==> src/rtl/cpu_types_pkg.sv <==
// cpu_types_pkg: shared types for the memory arbiter slice.
//   ramstate_t  - status reported by the shared RAM each cycle
//   arb_state_t - arbiter grant state
package cpu_types_pkg;
  typedef enum logic [1:0] {
    FREE   = 2'd0,
    BUSY   = 2'd1,
    ACCESS = 2'd2,
    ERROR  = 2'd3
  } ramstate_t;

  typedef enum logic [1:0] {
    IDLE   = 2'd0,
    IGRANT = 2'd1,
    DGRANT = 2'd2
  } arb_state_t;
endpackage

==> src/rtl/starve_counter.sv <==
// starve_counter: counts data grants served while an instruction fetch waits.
//   CLK, RST - clock, async active-high reset
//   inc      - one data hit while iREN pending (ignored once saturated)
//   clr      - clear (wins over inc)
//   sat      - count has reached MAX
module starve_counter #(
  parameter int MAX = 4
) (
  input  logic CLK,
  input  logic RST,
  input  logic inc,
  input  logic clr,
  output logic sat
);
  localparam int W = (MAX < 1) ? 1 : $clog2(MAX + 1);

  logic [W-1:0] cnt;

  assign sat = (cnt == W'(MAX));

  always_ff @(posedge CLK or posedge RST) begin
    if (RST)               cnt <= '0;
    else if (clr)          cnt <= '0;
    else if (inc && !sat)  cnt <= cnt + W'(1);
  end
endmodule

==> src/rtl/mem_arbiter.sv <==
// mem_arbiter: arbitrates one shared RAM port between an instruction fetch
// port and a data load/store port. Data normally wins; after STARVE_MAX data
// hits with an instruction fetch pending, the fetch is granted next.
//   CLK, RST                    - clock, async active-high reset
//   iREN, iaddr / iwait, iload  - instruction request / response
//   dREN, dWEN, daddr, dstore   - data request
//   dwait, dload                - data response
//   ramREN, ramWEN, ramaddr,
//   ramstore / ramload, ramstate - shared RAM side
//   merr                        - sticky RAM error seen during a grant
module mem_arbiter
  import cpu_types_pkg::*;
#(
  parameter int WORD_W     = 32,
  parameter int STARVE_MAX = 4
) (
  input  logic              CLK,
  input  logic              RST,
  input  logic              iREN,
  input  logic [WORD_W-1:0] iaddr,
  output logic              iwait,
  output logic [WORD_W-1:0] iload,
  input  logic              dREN,
  input  logic              dWEN,
  input  logic [WORD_W-1:0] daddr,
  input  logic [WORD_W-1:0] dstore,
  output logic              dwait,
  output logic [WORD_W-1:0] dload,
  output logic              ramREN,
  output logic              ramWEN,
  output logic [WORD_W-1:0] ramaddr,
  output logic [WORD_W-1:0] ramstore,
  input  logic [WORD_W-1:0] ramload,
  input  logic [1:0]        ramstate,
  output logic              merr
);
  arb_state_t st, nxt;
  ramstate_t  rs;
  logic       dreq, ihit, dhit, sat;

  assign rs   = ramstate_t'(ramstate);
  assign dreq = dREN || dWEN;
  // A hit needs the granted requester still asking; an ACCESS after
  // withdrawal just returns to IDLE.
  assign ihit = (st == IGRANT) && (rs == ACCESS) && iREN;
  assign dhit = (st == DGRANT) && (rs == ACCESS) && dreq;

  starve_counter #(.MAX(STARVE_MAX)) u_starve (
    .CLK (CLK),
    .RST (RST),
    .inc (dhit && iREN),
    .clr (ihit || !iREN),
    .sat (sat)
  );

  always_ff @(posedge CLK or posedge RST) begin
    if (RST) st <= IDLE;
    else     st <= nxt;
  end

  always_ff @(posedge CLK or posedge RST) begin
    if (RST)                                              merr <= 1'b0;
    else if ((st == IGRANT || st == DGRANT) && rs == ERROR) merr <= 1'b1;
  end

  always_comb begin
    nxt      = st;
    ramREN   = 1'b0;
    ramWEN   = 1'b0;
    ramaddr  = '0;
    ramstore = '0;
    case (st)
      IDLE: begin
        if (iREN && sat) nxt = IGRANT;
        else if (dreq)   nxt = DGRANT;
        else if (iREN)   nxt = IGRANT;
      end
      IGRANT: begin
        // ERROR/BUSY/FREE keep the grant, so an errored access is retried.
        if (rs == ACCESS || !iREN) nxt = IDLE;
        ramREN  = iREN;
        ramaddr = iaddr;
      end
      DGRANT: begin
        if (rs == ACCESS || !dreq) nxt = IDLE;
        // Simultaneous read+write is carried out as a write only.
        ramWEN   = dWEN;
        ramREN   = dREN && !dWEN;
        ramaddr  = daddr;
        ramstore = dstore;
      end
      default: nxt = IDLE;
    endcase
  end

  assign iwait = iREN && !(st == IGRANT && rs == ACCESS);
  assign dwait = dreq && !(st == DGRANT && rs == ACCESS);
  assign iload = ramload;
  assign dload = ramload;
endmodule

==> config.mk <==
export PLATFORM = sky130hd
export DESIGN_NAME = mem_arbiter
export DESIGN_NICKNAME = d
export VERILOG_FILES = /design/src/rtl/cpu_types_pkg.sv /design/src/rtl/starve_counter.sv /design/src/rtl/mem_arbiter.sv
export SDC_FILE = /design/constraint.sdc
export NUM_CORES = 1
export LEC_CHECK = 0
export BUFFER_PORTS_ARGS = -buffer_cell sky130_fd_sc_hd__buf_2
export CAP_MARGIN = 40
export CORE_AREA = 2 2 103 105
export DETAILED_ROUTE_END_ITERATION = 7
export DIE_AREA = 0 0 105 107
export PLACE_DENSITY_LB_ADDON = 0.12
export REMOVE_ABC_BUFFERS = 1
export SLEW_MARGIN = 10
export SYNTH_ARGS = -nofsm -noshare
export SYNTH_HDL_FRONTEND = slang
export SYNTH_SLANG_ARGS = --single-unit
==> constraint.sdc <==
create_clock -name CLK -period 2.5 [get_ports CLK]
set_clock_uncertainty 0.15 [all_clocks]
set_input_delay 0.5 -clock CLK [delete_from_list [all_inputs] [get_ports CLK]]
set_output_delay 0.5 -clock CLK [all_outputs]
set_load 0.02 [all_outputs]
==> metrics list <==
- Run status: complete, no violations
- Final routed DRC violation total: 0
- The mapped netlist covers 1620 um2.
- Share of synthesized registers carrying an async set or reset: 100%
- Max-capacitance violation count: 0
- In the global route stage, overall resource usage came out at 20.2%.
* Net count, final: 463
- The path class of the tightest hold or removal check is primary input to asynchronous set/reset pin.
- Buffers inserted during clock tree synthesis total 3.
* Required arrival time at the worst endpoint: 1850 ps
* Detailed-route wire length on metal 1: 3930 um
* Detailed-routed wire length on met2: 4950 um
* Final number of setup-violating endpoints: 0
- Total negative setup slack: 0 ps
- The count of nets left with antenna violations once routing finished came out at 0.
* CTS tree: done
- Main area contributors after synthesis: buf_4, a22oi_1, and2_1
- Cells with a size suffix above 1 make up 57.3% of the layout.
* Clock Path Buffers: 2
- Number of inserted diodes: 0
* Cell count after synthesis: 221
- The pre-antenna-repair detailed-routing pass consisted of 4 iterations.
- Pin placement for this block handled 268 I/O pins.
- Final max-slew violation count: 0
- Per-instance average area after synthesis: 7.32 um2
- Maximum number of pins on one net before global-route repair: 60
* Power density over the cells: 996 nW/um2
* Vias after detailed routing: 1,927
- For this run, the leading register cell type out of synthesis is dfrtp_1.
- X dimension of the die: 105 um
- In the routed layout, each cell is associated on average with a via count of 4.22.
- Violation count after the first detailed-routing iteration: 124
- The analysis attributes to cell leakage a power of 0.00121 uW.
- Number of core rows: 37
- The worst setup path is launched from a flop.
- Final core occ: 22.0%
* Worst VDD drop: 0.405 mV
* Yosys top cell area share: 29.7%
- Number of cell instances on the worst register-to-register path: 7
- H-tree Lvls: 1
- Initial core utilization: 16.0%
- In this run the critical register-to-register path is captured at st[0].
* Least-Margin Pin Slew: 328 ps
- The startpoint identified for the worst register-to-register timing path is st[1].
* Post-detailed-placement half-perimeter wirelength: 10,600 um
* Max-slew headroom: 78.1%
- Maximum net fanout on the critical path: 27
- For this block, the routed nets add up to 11,900 um of wire.
- Timing-limited maximum frequency: 424 MHz
* Total congestion overflow: 0
- End point of the critical path: ramaddr[7]
- Antenna violations before repair: 0
- Cell at the root of the clock tree: clkbuf_8
- In the final routed layout, each cell accounts on average for 26.0 um.
- At the end of routability-driven placement, the weighted congestion stood at 0.989.
* Critical Setup Path Class: flop to output pin
* Library cell occupying the most area in the post-synthesis netlist: buf_4
* Yosys warns: 0
* Max Used Layer: met5
* Met3 WL: 2930 um
- Share of the cycle needed by the critical path after routing: 94.4%
- Data on the critical path arrives at its endpoint at 1710 ps.
* Slack of the worst reg-to-reg path: 810 ps
* Core region area: 10,100 um2
- STA classifies the critical path endpoint as an output pin.
- Clock net sink count: 6
- Counting flops and latches in the post-synthesis netlist gives 6.
- First-pass GRT wire length: 15,900 um
* RSZ-0062 raised after global routing: false
* Signed area change from the synthesized netlist to the final layout: 37.0%
* Library cells used by synthesis: 24
- Sequential cells were found to cover 9.28% of the synthesized design area.
- After clock tree synthesis, the clock-pin slew on the worst setup and hold paths is 40 ps.
* Post-layout min period: 2360 ps
- For the worst-skew pair, the clock arrives at the later sink with an insertion delay of 220 ps.
- Vertical die dimension: 107 um
- buf_4 is the most common cell in the netlist.
* Number of buffer cells added on primary ports: 171
* Origin of the worst setup path: st[1]
- Number of filler cells placed in the layout: 1,187
* Top cells by count, synth: buf_4, and2_1, a22oi_1, nor2b_1, clkbuf_1
* Via count of the first global-routing pass: 1,968
* DIE AREA: 11,200 um2
* EDFF count, synth: 0
- Final hold violation count: 0
[through the flow]
step	instance area, um2	cells	power, uW	worst slack [ps]	hold WS (ps)
2_1_floorplan	1080	143	1300	-331	141
3_5_place_dp	2160	454	2070	322	288
3_3_place_gp	2160	454	2070	358	286
4_1_cts	2210	457	2230	74.0	52.1
5_1_grt	2220	457	2390	14.2	67.3
6_report	2220	457	2210	140	39.4
[sequential cells by signal (all words and copies together) (netlist names)]
signal / flops
merr: 1
st: 2
u_starve.cnt: 3
[cells by family after synthesis]
family	share of synthesized area (%)
and+or+nand+nor	29.2
xor gates and xnor gates	1.08
AOI/OAI and AO/OA	19.7
buffers and inverters	35.0
adders and majority gates	3.87
muxes	1.86
DFF	9.28
[cell type report]
| class | instances | area [um2] | share of cell area, % |
|---|---|---|---|
| Clock buffer | 3 | 41.3 | 1.86 |
| Inverter | 8 | 30.0 | 1.36 |
| Multi-Input combinational cell | 129 | 913 | 41.2 |
| Sequential cell | 6 | 150 | 6.78 |
| Tap cell | 136 | 170 | 7.68 |
| Timing Repair Buffer | 175 | 911 | 41.1 |
[worst max-delay path: stages, from the launching register on]
cell     delay, ps
dfrtp_1        380
inv_1           90
ha_1           480
buf_12         200
nor2b_1        160
buf_2          180
[what timing repair did]
item,CTS,global route
endpoints found under the setup margin,0,27
hold buffers,0,0
resized for setup,0,1
buffers inserted,0,0
[how the worst min path moves through the flow]
stage,startpoint,endpoint,cells after the start
floorplan,RST,merr,1
global placement,RST,merr,2
detailed placement,RST,u_starve.cnt[1],2
CTS,RST,merr,2
global route,RST,u_starve.cnt[1],2
finish,RST,merr,2
[cell usage in the layout, fill, tap and decap left out]
cell type / count
nor2b_1: 32
xnor2_1: 2
ha_1: 4
ha_4: 1
o21ai_2: 1
a31oi_1: 1
a31o_2: 1
nand2_1: 4
dfrtp_1: 6
a311oi_2: 1
nand2b_1: 2
a211oi_2: 1
a2111oi_2: 1
buf_4: 2
buf_2: 171
clkbuf_8: 3
mux2i_1: 3
a22oi_1: 32
inv_1: 8
a21boi_0: 1
buf_12: 2
and2b_1: 1
a21oi_1: 1
and2_1: 33
nor2_1: 6
nand3b_1: 1
[power breakdown]
group	internal (uW)	switching, uW	total (uW)
Sequential	114	13.5	128
Clock	103	40.7	144
Combinational	755	1180	1940
Total	973	1240	2210
[metal layers]
| metal | up-vias | global-route usage (%) |
|---|---|---|
| met5 | - | 5.71 |
| li1 | 864 | - |
| met4 | 2 | 1.43 |
| met1 | 842 | 19.5 |
| met3 | 4 | 22.1 |
| met2 | 215 | 30.4 |
Note: power is estimated with default switching activity, not from simulation.
